**config.mk**
```make
export PLATFORM = sky130hd
export DESIGN_NAME = ula_arbiter
export DESIGN_NICKNAME = d
export VERILOG_FILES = /design/src/rtl/ula_arb_pkg.sv /design/src/rtl/ula_arbiter_rr_arbiter.sv /design/src/rtl/ula_arbiter.sv
export SDC_FILE = /design/constraint.sdc
export NUM_CORES = 1
export LEC_CHECK = 0
export BUFFER_PORTS_ARGS = -buffer_cell sky130_fd_sc_hd__buf_2
export CORE_AREA = 2 2 161 84
export DETAILED_ROUTE_END_ITERATION = 10
export DIE_AREA = 0 0 163 86
export PLACE_DENSITY = 0.84
export SLEW_MARGIN = 20
export SYNTH_ARGS = -nofsm -noshare
export SYNTH_HDL_FRONTEND = slang
export SYNTH_HIERARCHICAL = 1
export SYNTH_SLANG_ARGS = --single-unit
```
**constraint.sdc**
```tcl
create_clock -name clk -period 2.3 [get_ports clk]
set_input_delay 0.115 -clock clk [delete_from_list [all_inputs] [get_ports clk]]
set_output_delay 0.115 -clock clk [all_outputs]
set_load 0.02 [all_outputs]
```
**src/rtl/ula_arb_pkg.sv**
```systemverilog
// rtl/ula_arb_pkg.sv - shared types and ULA control encodings for the ULA arbiter
package ula_arb_pkg;

  typedef enum logic [1:0] {
    IDLE = 2'd0,
    WAIT = 2'd1,
    RESP = 2'd2
  } arbState_t;

  localparam logic [1:0] OPALU_ADD   = 2'b00;
  localparam logic [1:0] OPALU_SUB   = 2'b01;
  localparam logic [1:0] OPALU_RTYPE = 2'b10;

  localparam logic [5:0] FUNCT_ADD = 6'b100000;
  localparam logic [5:0] FUNCT_SUB = 6'b100010;
  localparam logic [5:0] FUNCT_AND = 6'b100100;
  localparam logic [5:0] FUNCT_OR  = 6'b100101;
  localparam logic [5:0] FUNCT_SLT = 6'b101010;

  typedef struct packed {
    logic [1:0]  opalu;
    logic [5:0]  funct;
    logic [31:0] a;
    logic [31:0] b;
  } ulaReq_t;

endpackage

```
**src/rtl/ula_arbiter_rr_arbiter.sv**
```systemverilog
// rtl/ula_arbiter_rr_arbiter.sv - combinational round-robin pick starting after lastGrant
module rr_arbiter #(
  parameter int NREQ = 2
) (
  input  logic [NREQ-1:0]         reqVec,
  input  logic [$clog2(NREQ)-1:0] lastGrant,
  output logic [NREQ-1:0]         grant,
  output logic [$clog2(NREQ)-1:0] grantIdx
);

  localparam int IDX_W = $clog2(NREQ);
  localparam logic [IDX_W:0] NREQ_V = (IDX_W + 1)'(NREQ);

  logic [IDX_W:0]  shAmt;
  logic [IDX_W:0]  offs;
  logic [IDX_W:0]  sum;
  logic [NREQ-1:0] rot;
  logic            found;

  // Rotating a doubled copy puts requester lastGrant+1 at bit 0.
  always_comb begin
    shAmt    = {1'b0, lastGrant} + (IDX_W + 1)'(1);
    rot      = NREQ'({reqVec, reqVec} >> shAmt);
    found    = 1'b0;
    offs     = '0;
    for (int i = 0; i < NREQ; i++) begin
      if (!found && rot[i]) begin
        found = 1'b1;
        offs  = (IDX_W + 1)'(i);
      end
    end
    sum      = shAmt + offs;
    grantIdx = (sum >= NREQ_V) ? IDX_W'(sum - NREQ_V) : IDX_W'(sum);
    grant    = found ? (NREQ'(1) << grantIdx) : '0;
  end

endmodule

```
**src/rtl/ula_arbiter.sv**
```systemverilog
// rtl/ula_arbiter.sv - round-robin sharing of one registered ULA among NREQ requesters
module ula_arbiter
  import ula_arb_pkg::*;
#(
  parameter int NREQ    = 2,
  parameter int ULA_LAT = 2,
  parameter int CNT_W   = 16
) (
  input  logic                 clk,
  input  logic                 rst_n,
  input  logic [NREQ-1:0]      req_valid,
  output logic [NREQ-1:0]      req_ready,
  input  logic [2*NREQ-1:0]    req_opalu,
  input  logic [6*NREQ-1:0]    req_funct,
  input  logic [32*NREQ-1:0]   req_a,
  input  logic [32*NREQ-1:0]   req_b,
  output logic [NREQ-1:0]      rsp_valid,
  input  logic [NREQ-1:0]      rsp_ready,
  output logic [31:0]          rsp_result,
  output logic [1:0]           ula_opalu,
  output logic [5:0]           ula_funct,
  output logic [31:0]          ula_a,
  output logic [31:0]          ula_b,
  input  logic [31:0]          ula_result,
  output logic                 busy,
  output logic [CNT_W-1:0]     ops_done
);

  localparam int IDX_W = $clog2(NREQ);
  localparam int WC_W  = $clog2(ULA_LAT + 1);
  localparam logic [IDX_W-1:0] LAST_RST = IDX_W'(NREQ - 1);

  arbState_t        state, stateNext;
  logic [IDX_W-1:0] lastGrant;
  logic [IDX_W-1:0] grantIdx;
  logic [IDX_W-1:0] arbIdx;
  logic [NREQ-1:0]  arbGrant;
  logic [WC_W-1:0]  wcnt;
  logic             issue;
  logic             capture;
  logic             complete;
  ulaReq_t          selReq;
  ulaReq_t          ulaReg;
  logic [NREQ-1:0]  rspValidReg;
  logic [31:0]      rspResultReg;
  logic [CNT_W-1:0] opsDoneReg;

  rr_arbiter #(.NREQ(NREQ)) uArb (
    .reqVec    (req_valid),
    .lastGrant (lastGrant),
    .grant     (arbGrant),
    .grantIdx  (arbIdx)
  );

  always_comb begin
    selReq = '0;
    for (int i = 0; i < NREQ; i++) begin
      if (arbIdx == IDX_W'(i)) begin
        selReq.opalu = req_opalu[2*i +: 2];
        selReq.funct = req_funct[6*i +: 6];
        selReq.a     = req_a[32*i +: 32];
        selReq.b     = req_b[32*i +: 32];
      end
    end
  end

  always_ff @(posedge clk or negedge rst_n) begin
    if (!rst_n) begin
      state <= IDLE;
    end else begin
      state <= stateNext;
    end
  end

  // req_ready is only ever raised for a valid requester, so a grant is always a handshake.
  always_comb begin
    stateNext = state;
    req_ready = '0;
    issue     = 1'b0;
    capture   = 1'b0;
    complete  = 1'b0;
    case (state)
      IDLE: begin
        if (|req_valid) begin
          req_ready = arbGrant;
          issue     = 1'b1;
          stateNext = WAIT;
        end
      end
      WAIT: begin
        if (wcnt == WC_W'(1)) begin
          capture   = 1'b1;
          stateNext = RESP;
        end
      end
      RESP: begin
        if (rsp_ready[grantIdx]) begin
          complete  = 1'b1;
          stateNext = IDLE;
        end
      end
      default: stateNext = IDLE;
    endcase
  end

  always_ff @(posedge clk or negedge rst_n) begin
    if (!rst_n) begin
      ulaReg       <= '0;
      grantIdx     <= '0;
      lastGrant    <= LAST_RST;
      wcnt         <= '0;
      rspValidReg  <= '0;
      rspResultReg <= '0;
      opsDoneReg   <= '0;
    end else begin
      if (issue) begin
        ulaReg   <= selReq;
        grantIdx <= arbIdx;
        wcnt     <= WC_W'(ULA_LAT);
      end else if (state == WAIT) begin
        wcnt <= wcnt - WC_W'(1);
      end
      if (capture) begin
        rspValidReg  <= NREQ'(1) << grantIdx;
        rspResultReg <= ula_result;
      end
      if (complete) begin
        rspValidReg <= '0;
        lastGrant   <= grantIdx;
        opsDoneReg  <= opsDoneReg + CNT_W'(1);
      end
    end
  end

  assign ula_opalu  = ulaReg.opalu;
  assign ula_funct  = ulaReg.funct;
  assign ula_a      = ulaReg.a;
  assign ula_b      = ulaReg.b;
  assign rsp_valid  = rspValidReg;
  assign rsp_result = rspResultReg;
  assign ops_done   = opsDoneReg;
  assign busy       = (state != IDLE);

endmodule

```
* Word level (Yosys, flattened, before mapping) *
Index checks and enable logic that the tools add are counted.

cells by class
  add/subtract/negate cells = 5
  multipliers = 0
  div/mod/pow operators = 0
  magnitude comparators = 2
  equal/unequal tests = 6
  shift-type cells = 3
  muxes and demuxes = 24
  bitwise gates (word level) = 0
  reduce and logical (&&, ||, !) cells = 8

operators by type and width
  operator                                             count
  2-to-1 mux 72 bit                                    1
  2-to-1 mux 2 bit                                     10
  adder 16 x 1 -> 16 bit (second input constant)       1
  2-to-1 mux 1 bit                                     12
  inequality test 2 bit (second input constant)        3
  one-hot mux 2 bit (3 select lines)                   1
  nonzero test 2 bit                                   3
  == test 2 x 1 -> 1 bit (second input constant)       2
  << shifter 1 x 1 -> 2 bit (first input constant)     2
  right shift 4 x 2 -> 2 bit                           1
  AND reduction 3 bit                                  1
  adder 1 x 1 -> 2 bit (second input constant)         1
  adder 2 x 1 -> 2 bit                                 1
  == test 2 bit (second input constant)                1
  >= comparator 2 bit (second input constant)          1
  logical NOT 2 bit                                    1
  < comparator 1 x 2 -> 1 bit (second input constant)  1
  OR reduction 2 bit                                   1
  subtractor 2 x 1 -> 2 bit (second input constant)    1
  logical AND 1 bit                                    1
  logical NOT 1 bit                                    1
  subtractor 1 bit (second input constant)             1

storage, ports and cells
  register bits = 128
  bits in latches = 0
  bits in writable memories = 0
  ROM bits = 0
  input port bits = 182
  output and inout port bits = 125
  logic and storage cells = 59
  memories kept = 0

* Logic depth before layout (Yosys ltp) *
  depth after elaboration = 13
  depth in mapped cells = 8
  depth with buffers taken out = 6

* Cells and area by module *
Netlist, hierarchy kept.

modules (own cells, without submodules)
  module       times used  cells each  area an instance (um^2)  seq. area each (um^2)
  ula_arbiter  1           480         5579.1                   3204.3
  rr_arbiter   1           4           30.0                     0.0

* Least setup slack after synthesis *
No wires, ideal clock.

  path kind = register to output
  from = reg state[0]
  to = out req_ready[0]
  data arrival time = 1.573 ns
  required time = 2.185 ns
  slack = 0.612 ns
  stages on the path, launching flop included = 6
  path buffers = 2
  cell sequence = dfrtp_1 > or2_1 > o21bai_4 > buf_6 > clkbuf_1 > nor2_1

between the ends
  longest elaborated chain between the ends = 2

ends and longest elaborated chain
  element                   RTL line           source
  start: declaration        ula_arbiter.sv:33  arbState_t state, stateNext;
  start signal: assignment  ula_arbiter.sv:71  state <= stateNext;
  logical NOT 2 bit         ula_arbiter.sv:82  case (state)
  2-to-1 mux 2 bit          ula_arbiter.sv:82
  end: declaration          ula_arbiter.sv:12  output logic [NREQ-1:0] req_ready,

Every way passes these cells.

* Worst setup path after layout *
  from = reg state[0]
  to = out req_ready[1]

Same word-level chain as after synthesis.

==> results_dict.tcl <==
set metrics [dict create \
    status "finished clean" \
    yosysSeqAreaShare_pct 57.1 \
    wl_um 16200 \
    setup_viol 0 \
    drive_above_1_share_pct 45.6 \
    highest_layer "met5" \
    p_total_uw 11200 \
    vias 4965 \
    routed-wl-met3_um 719 \
    drt-vias-per-instance 4.89 \
    required_ns 2.18 \
    final-seq-area_mm2 0.00320 \
    grt_start_max_net_pins 80 \
    synth-compound-area-share_pct 7.90 \
    clock_path_buffers 2 \
    gp_congestion 0.819 \
    r2r.worst_path.cells 5 \
    synth-seq-cells 128 \
    n_antenna_cell 0 \
    fmax_mhz 516 \
    syn_area_mm2 0.00561 \
    power_density_mw_per_mm2 1330 \
    synth_top_family_by_area "multiplexers" \
    clk_latency_ns 0.39 \
    drt-met1-wl_um 6250 \
    wl_met2_um 8840 \
    fin_tns_setup_ns 0 \
    path_clk_slew_ns 0.05 \
    grt_pass1_vias 5087 \
    grt_pass1_wl_um 25100 \
    core_area_mm2 0.0125 \
    cts_resized 0 \
    row_count 29 \
    syn_inst 484 \
    num-fill-cells 1009 \
    dieArea_mm2 0.0140 \
    overflow 0 \
    start_util_pct 44.8 \
    ir_worst_vdd_uv 802 \
    final_cell_mix "buf_2 (305), dfrtp_1 (127), nand2_1 (84)" \
    grt_setup_unrepaired "no" \
    syn_nets 668 \
    htreeDepth 4 \
    drv_cap 0 \
    synthSimpleGateAreaFrac_pct 9.21 \
    period_share_pct 84.2 \
    route.detailed.wl_per_inst_um 16.0 \
    antenna_found_initial 1 \
    ant_nets 0 \
    multi_input_area_mm2 0.00226 \
    dp.final_hpwl_um 11500 \
    cp_max_fo 70 \
    synthAdderAreaFrac_pct 0.446 \
    synth_cell_types 36 \
    start_kind "flop" \
    syn2layout_area_growth_pct 49.6 \
    min-delay-path-class "in2reg" \
    cts_root_buf "clkbuf_16" \
    avgSynthCellArea_um2 11.6 \
    mostFrequentLayoutCell "buf_2" \
    hold_viol 0 \
    synthXorXnorAreaFrac_pct 2.34 \
    ios 307 \
    synth.area.mux_share_pct 20.2 \
    tritoncts "built" \
    dr.pass1.iters 4 \
    io_buffers 306 \
    cp.arrival_ns 1.82 \
    drc 0 \
    drt_iter0_drc 268 \
    worst-setup-path-type "reg2out" \
    cts.sinks 128 \
    fin_nets 1017 \
    slew_viol_final 0 \
    endpoint_kind "primary output" \
    period_needed_ns 1.94 \
    slew_headroom_pct 52.5 \
    dieHeight_um 86 \
    cts_made_buffers 17 \
    min_path_cells 3 \
    grtUsageTotal_pct 22.9 \
    tightestPinTransition_ns 0.712 \
    fp.dieW_um 163 \
    fin_skew_ns 0.00802 \
    p_leak_uw 0.00460 \
    yosysWarnings 6 \
]
-- stage by stage --
step	setup WS, ns	utilization [%]	instances	hold slack [ns]	instance area [um^2]
2_1_floorplan	0.612	-	484	-0.181	5610
3_3_place_gp	0.517	58.5	940	0.158	7320
3_5_place_dp	0.461	58.5	940	0.159	7320
4_1_cts	0.340	67.0	1015	0.00113	8390
5_1_grt	0.282	67.0	1015	0.0181	8390
6_report	0.362	67.0	1015	0.00887	8390
-- critical path, stage by stage (launching register included) --
cell	delay [ns]
dfrtp_1	0.43
or2_1	0.29
o21bai_4	0.20
buf_12	0.19
nor2_1	0.13
buf_2	0.18
-- synth_stat cells --
master | number | area, um^2
dfrtp_1 | 127 | 3180
a21oi_1 | 3 | 15.0
o21ai_0 | 71 | 355
nand3_1 | 6 | 30.0
and3_1 | 2 | 12.5
nand3b_1 | 1 | 7.51
nor2b_1 | 1 | 6.26
o21bai_1 | 1 | 7.51
o21ai_1 | 4 | 20.0
inv_1 | 4 | 15.0
or2b_1 | 1 | 7.51
nand2b_1 | 1 | 6.26
xor2_1 | 5 | 43.8
o21bai_4 | 1 | 18.8
buf_1 | 1 | 3.75
mux2i_2 | 1 | 13.8
nor3_1 | 3 | 15.0
nor4_4 | 2 | 42.5
mux2_2 | 33 | 372
buf_2 | 15 | 75.1
mux2i_1 | 73 | 731
a21boi_0 | 1 | 7.51
mux2_4 | 1 | 15.0
or2_1 | 1 | 6.26
clkbuf_1 | 9 | 33.8
buf_6 | 2 | 22.5
xnor2_1 | 10 | 87.6
nor2_1 | 9 | 33.8
and4_1 | 1 | 8.76
a21boi_2 | 1 | 11.3
buf_4 | 1 | 7.51
ha_1 | 2 | 25.0
nand2_1 | 84 | 315
dfstp_2 | 1 | 26.3
a211oi_1 | 1 | 7.51
nand4_1 | 4 | 25.0
-- timing repair --
item	CTS	global route
setup buffers	0	0
hold buffers	44	0
hold endpoints to repair	82	0
-- per-layer routing --
layer / up-vias / global-route usage [%]
li1: 2371 / -
met5: - / 0
met1: 2406 / 26.4
met2: 148 / 42.1
met4: 2 / 9.65
met3: 38 / 4.59
-- registers in the layout (all words and copies together), names as in the netlist --
signal	count
ula_opalu	2
rsp_valid	2
rsp_result	32
wcnt	2
lastGrant	1
ula_a	32
ops_done	16
state	2
ula_b	32
ula_funct	6
grantIdx	1
-- cells by family after synthesis --
| group | count (synthesis) |
|---|---|
| buf+inv | 32 |
| flops | 128 |
| simple gates | 116 |
| compound gates | 83 |
| mux | 108 |
| fa+ha+maj | 2 |
| xor+xnor | 15 |
-- power by group --
group	switching, uW	internal, uW	total, uW
logic	2780	1710	4500
clock network	950	1890	2840
registers	587	3260	3850
-- layout make-up --
type                       instances  area share [%]
timing repair buffer             358            24.7
clock buffer                      21            5.61
multi-input combinational        324            26.9
clock inverter                    10            1.89
tap                              170            2.53
sequential                       128            38.2
inverter                           4           0.179
-- path summary, 6_finish.rpt --
kind | start | to | slack [ns]
max | state[0] | req_ready[1] | 0.36
min | req_opalu[0] | ula_opalu[0] | 0.009
max reg2reg | lastGrant | ula_b[1] | 0.46
min reg2reg | ops_done[15] | ops_done[15] | 0.47
max in group asynchronous | rst_n | ula_a[18] | 1.23
min in group asynchronous | rst_n | ops_done[5] | 0.30
Note: power is estimated with default switching activity, not from simulation.
